<file path="config.mk">
export PLATFORM = sky130hd
export DESIGN_NAME = ex_operand_stage
export DESIGN_NICKNAME = d
export VERILOG_FILES = /design/src/rtl/ex_operand_stage.sv
export SDC_FILE = /design/constraint.sdc
export NUM_CORES = 1
export LEC_CHECK = 0
export BUFFER_PORTS_ARGS = -buffer_cell sky130_fd_sc_hd__buf_2
export CAP_MARGIN = 5
export CORE_UTILIZATION = 43
export DETAILED_ROUTE_END_ITERATION = 8
export GPL_ROUTABILITY_DRIVEN = 1
export PLACE_DENSITY = 0.77
export SYNTH_ARGS = -nofsm -noshare
export SYNTH_HDL_FRONTEND = slang
export SYNTH_SLANG_ARGS = --single-unit
</file>
<file path="constraint.sdc">
create_clock -name clk -period 2.1 [get_ports clk]
set_clock_uncertainty 0.05 [all_clocks]
set_input_delay 0.315 -clock clk [delete_from_list [all_inputs] [get_ports clk]]
set_output_delay 0.315 -clock clk [all_outputs]
set_load 0.005 [all_outputs]
</file>
<file path="src/rtl/ex_operand_stage.sv">
// ID/EX pipeline register and ALU operand select.
// Captures decoded fields from ID, forwards MEM/WB results into the operands,
// detects load-use hazards (one-cycle stall plus bubble), honours branch
// flushes and counts inserted bubbles in a saturating counter.
module ex_operand_stage #(
    parameter int W     = 32,
    parameter int CNT_W = 16
) (
    input  logic             clk,
    input  logic             rst_n,
    input  logic             id_valid,
    input  logic [4:0]       id_rs1,
    input  logic [4:0]       id_rs2,
    input  logic [4:0]       id_rd,
    input  logic [W-1:0]     id_rs1_data,
    input  logic [W-1:0]     id_rs2_data,
    input  logic [W-1:0]     id_imm,
    input  logic [W-1:0]     id_pc,
    input  logic [3:0]       id_alu_ctrl,
    input  logic             id_src_a_pc,
    input  logic             id_src_b_imm,
    input  logic             id_reg_write,
    input  logic             id_mem_read,
    input  logic             id_mem_write,
    input  logic [4:0]       mem_rd,
    input  logic             mem_reg_write,
    input  logic [W-1:0]     mem_result,
    input  logic [4:0]       wb_rd,
    input  logic             wb_reg_write,
    input  logic [W-1:0]     wb_result,
    input  logic             flush,
    output logic             stall_out,
    output logic             ex_valid,
    output logic             ex_reg_write,
    output logic             ex_mem_read,
    output logic             ex_mem_write,
    output logic [4:0]       ex_rd,
    output logic [3:0]       ex_alu_ctrl,
    output logic [W-1:0]     ex_n1,
    output logic [W-1:0]     ex_n2,
    output logic [W-1:0]     ex_store_data,
    output logic [CNT_W-1:0] bubble_count
);

    logic             valid_q, valid_d;
    logic [4:0]       rs1_q, rs1_d;
    logic [4:0]       rs2_q, rs2_d;
    logic [4:0]       rd_q, rd_d;
    logic [W-1:0]     rs1_data_q, rs1_data_d;
    logic [W-1:0]     rs2_data_q, rs2_data_d;
    logic [W-1:0]     imm_q, imm_d;
    logic [W-1:0]     pc_q, pc_d;
    logic [3:0]       alu_ctrl_q, alu_ctrl_d;
    logic             src_a_pc_q, src_a_pc_d;
    logic             src_b_imm_q, src_b_imm_d;
    logic             reg_write_q, reg_write_d;
    logic             mem_read_q, mem_read_d;
    logic             mem_write_q, mem_write_d;
    logic [CNT_W-1:0] bubble_count_q, bubble_count_d;

    logic             stall;
    logic             load_bubble;
    logic [W-1:0]     fwd_rs1;
    logic [W-1:0]     fwd_rs2;

    // Load-use hazard: the load in EX writes a register ID wants to read.
    // rs2 is compared even for immediate forms; flush suppresses the stall
    // because the ID instruction is being killed anyway.
    always_comb begin
        stall = ~flush & valid_q & mem_read_q & (rd_q != 5'd0) & id_valid &
                ((id_rs1 == rd_q) | (id_rs2 == rd_q));
        load_bubble = flush | stall;
    end

    // Next-state for the ID/EX register and the saturating bubble counter.
    always_comb begin
        valid_d        = 1'b0;
        rs1_d          = '0;
        rs2_d          = '0;
        rd_d           = '0;
        rs1_data_d     = '0;
        rs2_data_d     = '0;
        imm_d          = '0;
        pc_d           = '0;
        alu_ctrl_d     = 4'b0000;
        src_a_pc_d     = 1'b0;
        src_b_imm_d    = 1'b0;
        reg_write_d    = 1'b0;
        mem_read_d     = 1'b0;
        mem_write_d    = 1'b0;
        bubble_count_d = bubble_count_q;
        if (load_bubble) begin
            if (bubble_count_q != {CNT_W{1'b1}}) begin
                bubble_count_d = bubble_count_q + CNT_W'(1);
            end
        end else begin
            valid_d     = id_valid;
            rs1_d       = id_rs1;
            rs2_d       = id_rs2;
            rd_d        = id_rd;
            rs1_data_d  = id_rs1_data;
            rs2_data_d  = id_rs2_data;
            imm_d       = id_imm;
            pc_d        = id_pc;
            alu_ctrl_d  = id_alu_ctrl;
            src_a_pc_d  = id_src_a_pc;
            src_b_imm_d = id_src_b_imm;
            reg_write_d = id_reg_write;
            mem_read_d  = id_mem_read;
            mem_write_d = id_mem_write;
        end
    end

    // ID/EX pipeline register with asynchronous clear.
    always_ff @(posedge clk or negedge rst_n) begin
        if (!rst_n) begin
            valid_q        <= 1'b0;
            rs1_q          <= '0;
            rs2_q          <= '0;
            rd_q           <= '0;
            rs1_data_q     <= '0;
            rs2_data_q     <= '0;
            imm_q          <= '0;
            pc_q           <= '0;
            alu_ctrl_q     <= 4'b0000;
            src_a_pc_q     <= 1'b0;
            src_b_imm_q    <= 1'b0;
            reg_write_q    <= 1'b0;
            mem_read_q     <= 1'b0;
            mem_write_q    <= 1'b0;
            bubble_count_q <= '0;
        end else begin
            valid_q        <= valid_d;
            rs1_q          <= rs1_d;
            rs2_q          <= rs2_d;
            rd_q           <= rd_d;
            rs1_data_q     <= rs1_data_d;
            rs2_data_q     <= rs2_data_d;
            imm_q          <= imm_d;
            pc_q           <= pc_d;
            alu_ctrl_q     <= alu_ctrl_d;
            src_a_pc_q     <= src_a_pc_d;
            src_b_imm_q    <= src_b_imm_d;
            reg_write_q    <= reg_write_d;
            mem_read_q     <= mem_read_d;
            mem_write_q    <= mem_write_d;
            bubble_count_q <= bubble_count_d;
        end
    end

    // Forwarding: MEM beats WB, x0 is never forwarded.
    always_comb begin
        fwd_rs1 = rs1_data_q;
        if (mem_reg_write && (mem_rd != 5'd0) && (mem_rd == rs1_q)) begin
            fwd_rs1 = mem_result;
        end else if (wb_reg_write && (wb_rd != 5'd0) && (wb_rd == rs1_q)) begin
            fwd_rs1 = wb_result;
        end
        fwd_rs2 = rs2_data_q;
        if (mem_reg_write && (mem_rd != 5'd0) && (mem_rd == rs2_q)) begin
            fwd_rs2 = mem_result;
        end else if (wb_reg_write && (wb_rd != 5'd0) && (wb_rd == rs2_q)) begin
            fwd_rs2 = wb_result;
        end
    end

    // Operand select toward the ALU; store data always takes forwarded rs2.
    always_comb begin
        ex_n1         = src_a_pc_q  ? pc_q  : fwd_rs1;
        ex_n2         = src_b_imm_q ? imm_q : fwd_rs2;
        ex_store_data = fwd_rs2;
    end

    assign stall_out    = stall;
    assign ex_valid     = valid_q;
    assign ex_reg_write = reg_write_q;
    assign ex_mem_read  = mem_read_q;
    assign ex_mem_write = mem_write_q;
    assign ex_rd        = rd_q;
    assign ex_alu_ctrl  = alu_ctrl_q;
    assign bubble_count = bubble_count_q;

endmodule
</file>
Word level (Yosys, flattened, before mapping):

Cells that the tools add are included.

* memory bits (writable): 0
* memories kept: 0
* input bits: 232
* logic and storage cells: 61
* latch bits: 0
* output and inout port bits: 126
* bits in read-only memories: 0
* register bits after elaboration: 169

* reductions and logical operators: 10
* multiplexer cells: 20
* bitwise gates (word level): 8
* eq/ne operators: 7
* add/subtract/negate cells: 1
* divide/modulo/power cells: 0
* $mul: 0
* shift operators: 0
* order comparisons: 0

Operator list (number)
* 32-bit 2-to-1 mux: 10
* 5-bit equality test: 6
* 16-bit by 1-bit adder with 16-bit output (second input constant): 1
* 16-bit inequality test (second input constant): 1
* 5-bit 2-to-1 mux: 3
* 5-bit nonzero test: 3
* 1-bit logical AND: 6
* 1-bit 2-to-1 mux: 6
* 1-bit AND: 5
* 4-bit 2-to-1 mux: 1
* 1-bit OR: 2
* 2-bit AND reduction: 1
* 1-bit inverter: 1

Depth between registers and ports, before layout:

Gate-level depths: netlist of the first run.

* depth in word-level cells: 8
* gate-level depth with buffers: 8
* gate-level depth less buffers: 7

Worst setup path after synthesis of the first run:

OpenSTA, ideal clock, no wires.

* kind: input to output
* start: input wb_rd[1]
* end: output ex_n2[21]
* cell stages on the path: 8
* arrival: 1.948 ns
* buffers on the path: 3
* required time: 1.735 ns
* path slack: -0.213 ns
* cells stage by stage: or4_1 -> o21a_1 -> and3_1 -> buf_6 -> buf_6 -> buf_6 -> a211oi_1 -> o31ai_1

* word-level cells in the longest chain between the ends: 6
* elaborated cells on any way between the ends: 7
* those cells by class: eq/ne (1); mux (3); reduce/logical (3)

Ends and longest elaborated chain
* start: declaration: RTL line 28 `input logic [4:0] wb_rd,`
* 5-bit nonzero test: RTL line 162 `end else if (wb_reg_write && (wb_rd != 5'd0) && (wb_rd == rs2_q)) begin`
* 1-bit logical AND: RTL line 162
* 1-bit logical AND (*): RTL line 162
* 32-bit 2-to-1 mux (*): RTL line 162
* 32-bit 2-to-1 mux (*): RTL line 160 `if (mem_reg_write && (mem_rd != 5'd0) && (mem_rd == rs2_q)) begin`
* 32-bit 2-to-1 mux (*): RTL line 170 `ex_n2 = src_b_imm_q ? imm_q : fwd_rs2;`
* end: declaration: RTL line 40 `output logic [W-1:0] ex_n2,`

Every way passes the cells marked *; elsewhere a longest branch is shown, timed or not.

Worst setup path after layout of the first run:

* start: register rs1_q[0]
* end: output ex_n1[19]

* word-level cells in the longest chain between the ends: 5
* elaborated cells on any way between the ends: 7
* those cells by class: eq/ne (2); mux (3); reduce/logical (2)

Ends and longest elaborated chain
* start: declaration: RTL line 46 `logic [4:0] rs1_q, rs1_d;`
* start signal: assignment: RTL line 134 `rs1_q <= rs1_d;`
* 5-bit equality test: RTL line 156 `end else if (wb_reg_write && (wb_rd != 5'd0) && (wb_rd == rs1_q)) begin`
* 1-bit logical AND: RTL line 156
* 32-bit 2-to-1 mux: RTL line 156
* 32-bit 2-to-1 mux (*): RTL line 154 `if (mem_reg_write && (mem_rd != 5'd0) && (mem_rd == rs1_q)) begin`
* 32-bit 2-to-1 mux (*): RTL line 169 `ex_n1 = src_a_pc_q ? pc_q : fwd_rs1;`
* end: declaration: RTL line 39 `output logic [W-1:0] ex_n1,`

Marked as above.

==> impl_results.md, run 1 <==
- Clock tree buffer depth: 2
- DIE AREA: a little under 0.02 mm2
- Mapped Nets: 1,064
- Netlist cell types: 39
- Final Setup Violations: ~110
- Initial antenna violation count: 4
- Dpl ws: -0.622 ns
- Crit path max fanout: 7
- DR DRC count: 0
- Outcome: complete, but fails checks
- Critical Path Slowest Stage Cell: dfrtp_1
- # IOs: roughly 360
- Crit-path cells: buf_6 > xor2_2 > nor4_2 > and3_4 > buf_12 > buf_16 > buf_12 > nand2_4 > and3_4 > o31ai_4 > buf_2
- Worst endpoint required time: about 1.7 ns
- Ys flop type: dfrtp_1
- Global route overflow: 0
- Pins Over Slew Limit: 0
- Post-Syn Area: a little over 0.008 mm2
- Iteration-0 DRC Markers: approximately 380
- Mapped Cells: just over 800
- Layout cells sized above 1: 54.4%
- DR WL/cell: approximately 20 um
- Drt via density: ~5.2
- First-pass GRT wire length: ~43,000 um
- H-tree levels: 4
- Final Wtd Congestion: between 0.9 and 1
- Area delta synth->final: 61.4%
- Clock sinks: 169
- Placed instance area: approximately 0.011 mm2
- Rel. slew slack: between 60% and 70%
- Setup repair after global routing missed its margin: true
- FP Rows: 50
- Failing checks: negative setup slack
- Fin. Hold Viols: 0
- Crit. End Element: output pin
- Async set-or-reset flop fraction in the synthesized netlist: 100%
- Maximum number of pins on one net before global-route repair: 60
- Die width: 140 um
- Maximum clock frequency: between 300 and 400 MHz
- Max-cap violation count: 0
- Vias in the first global route: approximately 7,900
- Final Non-Filler Cells: between 1,500 and 2,000
- #FFs+latches synth: 169
- Post-synth EDFFs: 0
- Most frequent cells in the layout: 350 x buf_2, 167 x dfrtp_1, 147 x and2_1
- Nets@finish: 1,524
- Post-synthesis sequential area ratio: 51.7%
- Syn. warnings: 0
- Total Routing Usage GR: 29.0%
- Setup slack, reg-to-reg: -0.03 ns
- I/O Buffers: 357
- Starting Density: 43.7%
- P per Cell Area: 660 mW/mm2
- HP Class: in -> reg
- Final worst path period need: 2.93 ns
- Latest clock arrival within the worst-skew pair: approximately 0.42 ns
- Slowest stage delay, CP: 0.41 ns
- Final non-filler cell area: 0.0132 mm2
- Final setup margin: -0.834 ns
- Dpl hpwl: around 20,000 um
- Crit path kind: reg -> out
- Via count: around 8,100
- CP Launch Type: flip-flop
- Worst-margin pin slew: about 0.57 ns
- WP data arrival: approximately 2.6 ns
- Commonest non-fill, non-tap cell in the layout: buf_2
- CTS buffer count: 17
- Leakage: approximately 6.6 nW
- Clk slew on worst S/H paths: 0.06 ns
- Remaining antenna violation count after routing: 0
- Mean post-synth cell area: just under 10 um2
- TNS Setup: -65.36 ns
- Drt pass-1 iters: 5
- CORE AREA: 0.0187 mm2
- Final period util: 140%
- Cells after DPL: 1,451
- CTS root buf: clkbuf_16
- Maximum VDD drop: 0.559 mV
- CTS tree: built
- WL final: between 30,000 and 40,000 um
- Die H: 140 um
-- cell usage after synthesis (5+ instances only) --
cell type / instances / area, um2
and2_1: 153 / 957
xnor2_1: 8 / 70.1
nor3_1: 11 / 55.1
nor2_1: 87 / 327
nand2_1: 117 / 439
nor2b_1: 8 / 50.1
a21oi_1: 23 / 115
buf_2: 9 / 45.0
a211oi_2: 7 / 87.6
xor2_1: 30 / 263
dfrtp_1: 169 / 4230
mux2_2: 25 / 282
o31ai_1: 44 / 330
clkbuf_1: 35 / 131
and3_1: 34 / 213
nand4_1: 5 / 31.3
mux2i_1: 21 / 210
-- critical path: cells and delay by family (launching register included) --
kind	cells	cell delay, ns
AO/OA/AOI/OAI	1	0.15
XOR/XNOR	1	0.14
buffers and inverters	5	0.64
flip-flops	1	0.41
AND/OR/NAND/NOR	4	0.80
-- registers in the layout, indices dropped and copies added (netlist names) --
name	cells
pc_q	32
imm_q	32
src_b_imm_q	1
src_a_pc_q	1
bubble_count	16
rs1_q	5
rs1_data_q	32
ex_mem_read	1
ex_alu_ctrl	4
rs2_data_q	32
rs2_q	5
ex_reg_write	1
ex_mem_write	1
ex_rd	5
ex_valid	1
-- what timing repair did --
item | CTS | global route
hold buffers | 1 | 0
resized for setup | 108 | 104
gates cloned | 5 | 6
endpoints found under the hold margin | 42 | 0
pin swaps | 60 | 48
setup endpoints to repair | 99 | 236
setup buffers | 25 | 26
-- power by group --
group          internal [mW]  switching, mW
Combinational          0.915          0.820
Clock                   2.03           1.32
Sequential              3.48          0.149
-- routing by layer --
layer | GRT usage, % | vias to the layer above | wire (um)
met1 | 32.9 | 3902 | 11600
met3 | 6.94 | 78 | 2120
li1 | - | 3675 | -
met4 | 12.2 | 2 | 1250
met2 | 52.0 | 393 | 15200
met5 | 0 | - | 17
-- metrics by stage --
step,total power [mW],utilization [%],hold slack (ns)
final,8.71,70.6,0.0455
after global routing,9.03,70.6,0.0286
after CTS,8.58,67.2,0.0289
after detailed placement,5.14,59.3,0.265
after global placement,5.10,59.3,0.256
after floorplan,4.29,-,-0.0306
-- final cells by class --
class                      count  area [um2]
clock buffer                  21         450
sequential                   169        4230
fill                        1327        5500
inverter                       1        8.76
multi-input combinational    608        4590
clock inverter                11         170
timing repair buffer         494        3460
antenna                        4        10.0
tap                          234         293
-- logic make-up (layout without fill, tap and decap cells) --
| kind of cell | Yosys count | in the layout | share of synthesized area (%) |
|---|---|---|---|
| and+or+nand+nor | 432 | 432 | 26.7 |
| DFF | 169 | 169 | 51.7 |
| AOI/OAI and AO/OA | 90 | 91 | 7.95 |
| buffers and inverters | 55 | 527 | 3.39 |
| muxes | 46 | 46 | 6.01 |
| xor gates and xnor gates | 38 | 38 | 4.07 |
| adders and majority gates | 1 | 1 | 0.153 |
| other | 0 | 4 | 0 |
-- path summary, 6_finish.rpt --
kind	to	startpoint	cells after the start
setup / recovery	ex_n1[19]	rs1_q[0]	11
hold / removal	pc_q[23]	id_pc[23]	2
setup reg to reg	rs1_data_q[7]	ex_rd[2]	8
hold reg to reg	bubble_count[3]	bubble_count[3]	1
max in group asynchronous	pc_q[0]	rst_n	3
min in group asynchronous	rs2_data_q[25]	rst_n	2
No activity file was read; power rests on OpenSTA's default activity.
==> inputs of run 2 (changes only) <==
--- a/config.mk
+++ b/config.mk
@@ -10,7 +10,9 @@
 export CORE_UTILIZATION = 43
 export DETAILED_ROUTE_END_ITERATION = 8
 export GPL_ROUTABILITY_DRIVEN = 1
+export GPL_TIMING_DRIVEN = 0
 export PLACE_DENSITY = 0.77
+export RECOVER_POWER = 50
 export SYNTH_ARGS = -nofsm -noshare
 export SYNTH_HDL_FRONTEND = slang
 export SYNTH_SLANG_ARGS = --single-unit
==> run 2 against run 1 <==
Net effect:
- the flow still finishes with violations (negative setup slack)
- critical path type unchanged
- die area unchanged
- register-to-register slack about the same
- power shrank 4.5%
- fmax grew 1.0%
- critical endpoint is now ex_n1[21]
- via count decreased by 1.4%
- wire length increased by 6.5%
- non-clock buffer count decreased by 46
- largest cell class unchanged
- clock power shrank 13%
- first-iteration DRC count is 2.1% higher
==> impl_results.md, run 2 (synthesized netlist as in run 1, its figures left out) <==
- CORE AREA: around 0.019 mm2
- Smallest hold slack: about 0.04 ns
- Final setup margin: -0.804 ns
- Crit. End Element: output pin
- Worst Hold Depth: 2
- Hold_sp: id_imm[1]
- Die width: 140 um
- # IOs: between 300 and 400
- Final period util: 138%
- Worst endpoint required time: 1.74 ns
- Iteration-0 DRC Markers: between 300 and 400
- Most frequent cells in the layout: 342 x buf_2, 169 x dfrtp_1, 116 x nand2_1
- Layout cells sized above 1: between 50% and 60%
- Clock tree buffer depth: 2
- Outcome: complete, but fails checks
- First-pass GRT wire length: 44,500 um
- Rel. slew slack: between 20% and 30%
- WP data arrival: 2.54 ns
- Setup slack, reg-to-reg: -0.03 ns
- Clock sinks: around 170
- Initial antenna violation count: 5
- CTS root buf: clkbuf_16
- CTS buffer count: 17
- DR WL/cell: 21.6 um
- TNS Setup: -61.94 ns
- Reg2reg end: bubble_count[1]
- P per Cell Area: 658 mW/mm2
- DIE AREA: 0.0196 mm2
- Global route overflow: 0
- Dpl hpwl: 21,700 um
- Failing checks: negative setup slack
- Die H: ~140 um
- Latest clock arrival within the worst-skew pair: 0.42 ns
- Starting Density: between 40% and 50%
- Nets@finish: around 1,500
- Drt via density: between 5 and 6
- CTS tree: built
- Leakage: about 6.2 nW
- Final worst path period need: around 2.9 ns
- Dpl ws: -0.924 ns
- Final Wtd Congestion: 0.908
- FP Rows: 50
- HP Class: in -> reg
- Commonest non-fill, non-tap cell in the layout: buf_2
- Crit path kind: reg -> out
- Remaining antenna violation count after routing: 0
- Worst r2r src: ex_rd[1]
- Total Routing Usage GR: 30.7%
- Clk slew on worst S/H paths: 0.07 ns
- Final Setup Violations: 137
- Via count: 7,935
- Fin. Hold Viols: 0
- Maximum number of pins on one net before global-route repair: just over 90
- Pins Over Slew Limit: 0
- Crit path max fanout: 10
- Vias in the first global route: 7,792
- Setup repair after global routing missed its margin: true
- Pwr Total: 8.32 mW
- CP Launch Type: flip-flop
- Maximum clock frequency: 344 MHz
- Area delta synth->final: 54.6%
- DR DRC count: 0
- I/O Buffers: ~360
- Max-cap violation count: 0
- Fillers: between 1,000 and 1,500
- Maximum VDD drop: ~0.61 mV
- Worst-margin pin slew: approximately 1.1 ns
- Final core utilization: 67.7%
- Hold path endpoint: imm_q[1]
- Drt pass-1 iters: 5
- WL final: 32,200 um
- H-tree levels: 4
- Worst r2r path cells: 8
-- run 2: cell count changes in the layout (fill, tap and decap cells not counted), sizes merged, moves of 2 or more --
cell,previous run,this run
diode,4,6
inv,2,0
bufinv,4,1
buf,489,396
clkbuf,25,72
-- run 2: metrics by stage --
step | instances | area, um2
after detailed placement | 1423 | 10500
after floorplan | 831 | 8380
after CTS | 1470 | 11800
after global routing | 1491 | 12600
after global placement | 1422 | 10500
final | 1494 | 12700
-- run 2: layer usage --
layer	track usage [%]	part of all wire [%]	vias to the layer above
met4	11.7	3.5	2
met5	0	0.047	-
li1	-	-	3582
met1	36.7	39	3910
met3	6.87	6.6	79
met2	53.9	51	362
-- run 2: worst max-delay path, cell delays in order (launching register included) --
cell     delay, ns
dfrtp_1       0.40
xor2_1        0.16
nor4_2        0.36
and3_1        0.24
buf_8         0.14
buf_8         0.14
nand2_1       0.08
and3_4        0.19
o31ai_4       0.24
buf_2         0.17
-- run 2: what timing repair did --
| item | CTS | global route |
|---|---|---|
| cloned | 3 | 14 |
| gates resized for setup | 140 | 146 |
| buffers inserted | 17 | 5 |
| hold buffers | 1 | 0 |
| hold endpoints to repair | 79 | 0 |
| setup endpoints to repair | 262 | 216 |
| pin swaps | 26 | 71 |
-- run 2: area by class of cell --
type	instances	area (um2)	area share [%]
antenna	6	15.0	0.119
buffer	51	574	4.54
clock buffer	21	450	3.56
clock inverter	8	76.3	0.603
inverter	1	7.51	0.0593
multi-input combinational	607	4630	36.6
sequential	169	4230	33.4
tap	234	293	2.31
timing repair buffer	397	2380	18.8
-- run 2: worst max path at each step --
stage | end | slack, ns | start
after floorplan | ex_n2[10] | -0.19 | wb_rd[1]
after global placement | imm_q[5] | -2.00 | rst_n
after detailed placement | ex_n1[0] | -0.92 | mem_rd[1]
after CTS | ex_n2[28] | -0.74 | rs2_q[4]
after global routing | ex_n2[10] | -0.88 | rs2_q[4]
final | ex_n1[21] | -0.80 | rs1_q[1]
-- run 2: power breakdown --
part	internal (mW)	switching, mW
combinational	0.903	0.846
clock	1.64	1.29
sequential	3.48	0.168
total	6.02	2.30
